==> src/rtl/rsnn_pkg.sv <==
// Shared types and constants for the RSNN spike-path blocks.
package rsnn_pkg;

  typedef enum logic {
    IDLE,
    COUNT
  } state_t;

  localparam logic [7:0] SAT_MAX  = 8'hFF;
  localparam logic [7:0] ISI_NONE = 8'hFF;

endpackage

==> src/rtl/rsnn_sat_counter.sv <==
// Up-counter that sticks at all-ones; clr has priority over inc.
module rsnn_sat_counter #(
  parameter int DATA_W = 8
) (
  input  logic              clk,
  input  logic              reset,
  input  logic              inc,
  input  logic              clr,
  output logic [DATA_W-1:0] q
);

  logic [DATA_W-1:0] count_q;
  logic [DATA_W-1:0] count_d;

  always_comb begin
    count_d = count_q;
    if (clr) begin
      count_d = '0;
    end else if (inc && (count_q != {DATA_W{1'b1}})) begin
      count_d = count_q + 1'b1;
    end
  end

  always_ff @(posedge clk) begin
    if (reset) begin
      count_q <= '0;
    end else begin
      count_q <= count_d;
    end
  end

  assign q = count_q;

endmodule

==> src/rtl/spike_rate_decoder.sv <==
// Converts a 1-bit spike train into a per-window spike count and minimum
// inter-spike interval, delivered on a valid/ready output with overrun flag.
module spike_rate_decoder
  import rsnn_pkg::*;
#(
  parameter int DATA_W = 8
) (
  input  logic              clk,
  input  logic              reset,
  input  logic              enable,
  input  logic              restart,
  input  logic              spike_in,
  input  logic [DATA_W-1:0] window_len,
  output logic [DATA_W-1:0] rate_out,
  output logic [DATA_W-1:0] min_isi_out,
  output logic              out_valid,
  input  logic              out_ready,
  output logic              overrun
);

  state_t            state_q, state_d;
  logic [DATA_W:0]   winLeft_q, winLeft_d;
  logic              seen_q, seen_d;
  logic [DATA_W-1:0] minIsi_q, minIsi_d;
  logic [DATA_W-1:0] rate_q, rate_d;
  logic [DATA_W-1:0] minOut_q, minOut_d;
  logic              valid_q, valid_d;
  logic              overrun_q, overrun_d;

  logic [DATA_W-1:0] spkCnt;
  logic [DATA_W-1:0] isiCnt;
  logic [DATA_W:0]   lenEff;
  logic [DATA_W:0]   curLeft;
  logic              sample;
  logic              sampleSpike;
  logic              winEnd;
  logic [DATA_W-1:0] spkFinal;
  logic [DATA_W-1:0] isiCand;
  logic [DATA_W-1:0] minIsiNew;

  // winLeft_q == 0 marks "next sample starts a window", so window_len is
  // only consulted on that first sample.
  assign sample      = enable & ~restart;
  assign sampleSpike = sample & spike_in;
  assign lenEff      = (window_len == '0) ? {1'b1, {DATA_W{1'b0}}} : {1'b0, window_len};
  assign curLeft     = (winLeft_q == '0) ? lenEff : winLeft_q;
  assign winEnd      = sample && (curLeft == {{DATA_W{1'b0}}, 1'b1});

  assign spkFinal  = (spkCnt == SAT_MAX) ? SAT_MAX : spkCnt + {{(DATA_W-1){1'b0}}, spike_in};
  assign isiCand   = (isiCnt == SAT_MAX) ? SAT_MAX : isiCnt + 1'b1;
  assign minIsiNew = (sampleSpike && seen_q && (isiCand < minIsi_q)) ? isiCand : minIsi_q;

  rsnn_sat_counter #(.DATA_W(DATA_W)) u_spk_cnt (
    .clk   (clk),
    .reset (reset),
    .inc   (sampleSpike),
    .clr   (restart | winEnd),
    .q     (spkCnt)
  );

  rsnn_sat_counter #(.DATA_W(DATA_W)) u_isi_cnt (
    .clk   (clk),
    .reset (reset),
    .inc   (sample & ~spike_in),
    .clr   (restart | winEnd | sampleSpike),
    .q     (isiCnt)
  );

  always_comb begin
    state_d   = state_q;
    winLeft_d = winLeft_q;
    seen_d    = seen_q;
    minIsi_d  = minIsi_q;
    rate_d    = rate_q;
    minOut_d  = minOut_q;
    valid_d   = valid_q;
    overrun_d = overrun_q;

    if ((state_q == IDLE) && sample) begin
      state_d = COUNT;
    end

    if (restart) begin
      winLeft_d = '0;
      seen_d    = 1'b0;
      minIsi_d  = ISI_NONE;
    end else if (sample) begin
      winLeft_d = curLeft - 1'b1;
      if (winEnd) begin
        seen_d   = 1'b0;
        minIsi_d = ISI_NONE;
      end else begin
        seen_d   = seen_q | spike_in;
        minIsi_d = minIsiNew;
      end
    end

    // A new result replaces the held one; losing an unaccepted result is sticky.
    if (winEnd) begin
      rate_d   = spkFinal;
      minOut_d = minIsiNew;
      valid_d  = 1'b1;
      if (valid_q && !out_ready) begin
        overrun_d = 1'b1;
      end
    end else if (valid_q && out_ready) begin
      valid_d = 1'b0;
    end
  end

  always_ff @(posedge clk) begin
    if (reset) begin
      state_q   <= IDLE;
      winLeft_q <= '0;
      seen_q    <= 1'b0;
      minIsi_q  <= ISI_NONE;
      rate_q    <= '0;
      minOut_q  <= ISI_NONE;
      valid_q   <= 1'b0;
      overrun_q <= 1'b0;
    end else begin
      state_q   <= state_d;
      winLeft_q <= winLeft_d;
      seen_q    <= seen_d;
      minIsi_q  <= minIsi_d;
      rate_q    <= rate_d;
      minOut_q  <= minOut_d;
      valid_q   <= valid_d;
      overrun_q <= overrun_d;
    end
  end

  assign rate_out    = rate_q;
  assign min_isi_out = minOut_q;
  assign out_valid   = valid_q;
  assign overrun     = overrun_q;

endmodule
==> config.mk <==
export PLATFORM = sky130hd
export DESIGN_NAME = spike_rate_decoder
export DESIGN_NICKNAME = d
export VERILOG_FILES = /design/src/rtl/rsnn_pkg.sv /design/src/rtl/rsnn_sat_counter.sv /design/src/rtl/spike_rate_decoder.sv
export SDC_FILE = /design/constraint.sdc
export NUM_CORES = 1
export LEC_CHECK = 0
export ABC_AREA = 1
export CAP_MARGIN = 20
export CORE_UTILIZATION = 52
export DETAILED_ROUTE_END_ITERATION = 12
export PLACE_DENSITY = 0.76
export RECOVER_POWER = 50
export SYNTH_ARGS = -nofsm -noshare
export SYNTH_HDL_FRONTEND = slang
export SYNTH_HIERARCHICAL = 1
export SYNTH_SLANG_ARGS = --single-unit
==> constraint.sdc <==
create_clock -name clk -period 3.25 [get_ports clk]
set_clock_uncertainty 0.05 [all_clocks]
set_input_delay 0.975 -clock clk [delete_from_list [all_inputs] [get_ports clk]]
set_output_delay 0.975 -clock clk [all_outputs]
set_load 0.02 [all_outputs]
==> summary.md <==
| Metric | Value |
|---|---|
| Status | completed |
| Number of global-route vias before repair | 3066 |
| Largest net degree at the start of global routing | 26 |
| Max capacitance violation total | 0 |
| Synth Area in Compound Gates | 9.501% |
| CTS Sinks | 52 |
| RSZ-0062 raised after global routing | false |
| Most frequent cell after synthesis | nand2_1 |
| Top cells by area, synth | dfxtp_1 30%, nand2_1 13%, nand3_1 9.0% |
| Crit-path most repeated cell | nand2_1 |
| Die H | around 84 um |
| Post-synthesis mux area share | 0% |
| Slowest CP cell | clkdlybuf4s50_1 |
| IO Port Bufs | 31 |
| CTS Hold Buffers Added | 0 |
| Post-synthesis xor/xnor area fraction | 0.2529% |
| Pre-CTS setup slack | 0.06015 ns |
| Worst R2R Setup Slack | between 0.3 and 0.4 ns |
| Global route overflow | 0 |
| Total power draw | 1.389 mW |
| Worst slew margin | about 50% |
| Gpl congestion | slightly below 0.9 |
| Post-CTS sizing | 0 |
| Final worst-path cycle share | 93.79% |
| Mapped Area | approximately 3500 um2 |
| Seq/Total Area, Yosys | 30.06% |
| Starting Density | between 50% and 60% |
| Synth async-reset ratio | 0% |
| Final Cell Area | 3980 um2 |
| Clock slew at reported path FFs | approximately 0.090 ns |
| Final ANT Viol Nets | 0 |
| Residual DRC | 0 |
| Setup bufs post-CTS | 0 |
| Fin crit period | 3.048 ns |
| Ant diodes | 0 |
| Critical path class | input port to register |
| CP cell instances | clkdlybuf4s50_1, inv_1, nand3_1, nand2_1, inv_2, ha_1, nor3b_1, nand2_2, nor2_1, nand2_8, clkbuf_4, inv_8, nand3_2, nand2_1 |
| Chip Width | 83.61 um |
| Top-area cell type share of the netlist area | 30.06% |
| Fill cell count | ~610 |
| Top cells by count, synth | 117 x nand2_1, 78 x nor2_1, 76 x inv_1, 62 x nand3_1, 52 x dfxtp_1 |
| Worst-Margin Slew | 0.7523 ns |
| Layout cells sized above 1 | 12.24% |
| GRT Overall Usage | 22.64% |
| Yosys Warn Count | 6 |
| Detail Placement HPWL | 5790 um |
| WP data arrival | 3.25 ns |
| CP max stage delay | around 0.52 ns |
| Cell row count | 29 |
| Iteration-0 DRC Markers | 159 |
| Initial antenna violation count | 0 |
| Nets | 599 |
| Ports | 32 |
| Pwr dens | between 300 and 400 nW/um2 |
| CP Capture Type | register |
| CTS H-Tree Depth | 2 |
| Crit path buf inv count | 5 |
| Final WS setup | 0.2018 ns |
| Synth Register Bits | 52 |
| Crit path launch type | input port |
| Leakage power | 1.877 nW |
| Post-synth EDFFs | 0 |
| Worst Hold Class | register to register |
| Mapped Cells | 531 |
| Cell variety after synth | 33 |
| Placed inst area | 3876 um2 |
| Max-slew violation count | 0 |
| Global-route wire length before repair | 13250 um |
| CTS Buf Count | 5 |
| CTS tree | done |
| Area of the multi-input gates | 2016 um2 |
| WP data required | 3.46 ns |
| Max Root-Sink Buffers | 2 |
| Fmax | 0.3281 GHz |
| Storage element area | 1041 um2 |
| Hold Slack | around 0.42 ns |
| Syn-to-layout area delta | 14.92% |
| Area leader, netlist | dfxtp_1 |
| Setup TNS | 0 ns |
| Post-synth top flop | dfxtp_1 |
| Core Footprint | 6386 um2 |
| Final setup vio count | 0 |
| Later-pin clock latency in the skew report | around 0.31 ns |
| Total routed wirelength | 7574 um |
| Clk root buf | clkbuf_8 |
| DR WL/cell | ~12 um |
| Adder-Cell Fraction of Synth Area | 5.058% |
| Synth Area per Inst | 6.522 um2 |
| Drt pass-1 iters | 4 |
| Fin. Hold Viols | 0 |
| Simple-Gate Fraction of Synth Area | 43.61% |
| Combinational family with the most area after synthesis | simple AND/OR/NAND/NOR gates |
| Crit path max fanout | 25 |
| Via-to-Cell Ratio | 5.149 |
| Syn Nets | around 560 |
| Peak supply drop | 0.0002909 V |
| DR vias | 3342 |
| Largest delay contributor family on the critical path | buffers and inverters |
| Die area | 6991 um2 |
==> cell usage in the layout (no fill, tap or decap), drive strengths merged <==
| cell type | netlist | routed |
|---|---|---|
| ha | 14 | 14 |
| a31oi | 3 | 3 |
| buf | 4 | 6 |
| nand4 | 4 | 4 |
| a221oi | 1 | 1 |
| nor3 | 4 | 4 |
| nand2 | 130 | 130 |
| clkdlybuf4s50 | 0 | 12 |
| dlygate4sd3 | 0 | 19 |
| nand3 | 76 | 76 |
| nand3b | 1 | 1 |
| dfxtp | 52 | 52 |
| inv | 86 | 86 |
| nor2 | 91 | 91 |
| clkinv | 0 | 1 |
| a21oi | 31 | 31 |
| xor2 | 1 | 1 |
| bufinv | 0 | 1 |
| or2 | 4 | 4 |
| clkbuf | 4 | 10 |
| nor3b | 1 | 1 |
| nor4 | 1 | 1 |
| a21boi | 1 | 1 |
| o21ai | 22 | 22 |
==> power by group <==
group          internal (mW)  switching (mW)  total [mW]
Clock                  0.252           0.213       0.465
Sequential             0.649         0.00995       0.659
Combinational         0.0970           0.168       0.265
==> worst reg2reg max path, stage by stage, from the launching register on <==
cell and delay (ns):
dfxtp_1 0.38, ha_1 0.21, nand2_1 0.11, nor2_1 0.08, nand2_1 0.17, inv_1 0.11, nor3_1 0.29, inv_1 0.08
ha_1 0.29, inv_1 0.06, nor2_1 0.06, a221oi_4 0.45, nand2_2 0.21, nand2_1 0.16, nand2_1 0.07, nand3_1 0.06
==> sequential cells by signal, summed over array words and instances, names as in the netlist <==
signal and flops:
u_spk_cnt/q 8, u_isi_cnt/q 8, rate_out 8, min_isi_out 8
seen_q 1, out_valid 1, minIsi_q 8, overrun 1
winLeft_q 9
==> kinds of logic after synthesis <==
| logic type | count (synthesis) |
|---|---|
| DFF | 52 |
| and+or+nand+nor | 312 |
| buffers and inverters | 94 |
| adders and majority gates | 14 |
| xor gates and xnor gates | 1 |
| AOI/OAI and AO/OA | 58 |
==> layout make-up <==
class / instances / area share, %
timing repair buffer: 41 / 9.431
clock buffer: 6 / 2.075
clock inverter: 2 / 0.9745
inverter: 86 / 8.299
tap: 77 / 2.421
sequential: 52 / 26.16
multi-input combinational: 385 / 50.64
==> final timing paths <==
path	end	cells after the start	startpoint
worst max-delay path	min_isi_out[1]	14	window_len[0]
worst max register to register	minIsi_q[1]	15	u_isi_cnt/q[1]
worst min register to register	min_isi_out[1]	2	min_isi_out[1]
worst min-delay path	min_isi_out[1]	2	min_isi_out[1]
==> metal layers <==
layer	part of all wire [%]	track usage (%)	vias up
met5	0	0	-
met4	0.94	4.160	0
met3	4.4	3.561	8
met2	48	41.02	71
met1	46	28.45	1500
li1	-	-	1763
==> metrics by stage <==
stage,util (%),std cells
floorplan,-,531
global placement,60.70,641
detailed placement,60.70,641
CTS,62.60,649
global route,62.32,649
finish,62.32,649
No activity file was read; power rests on OpenSTA's default activity.
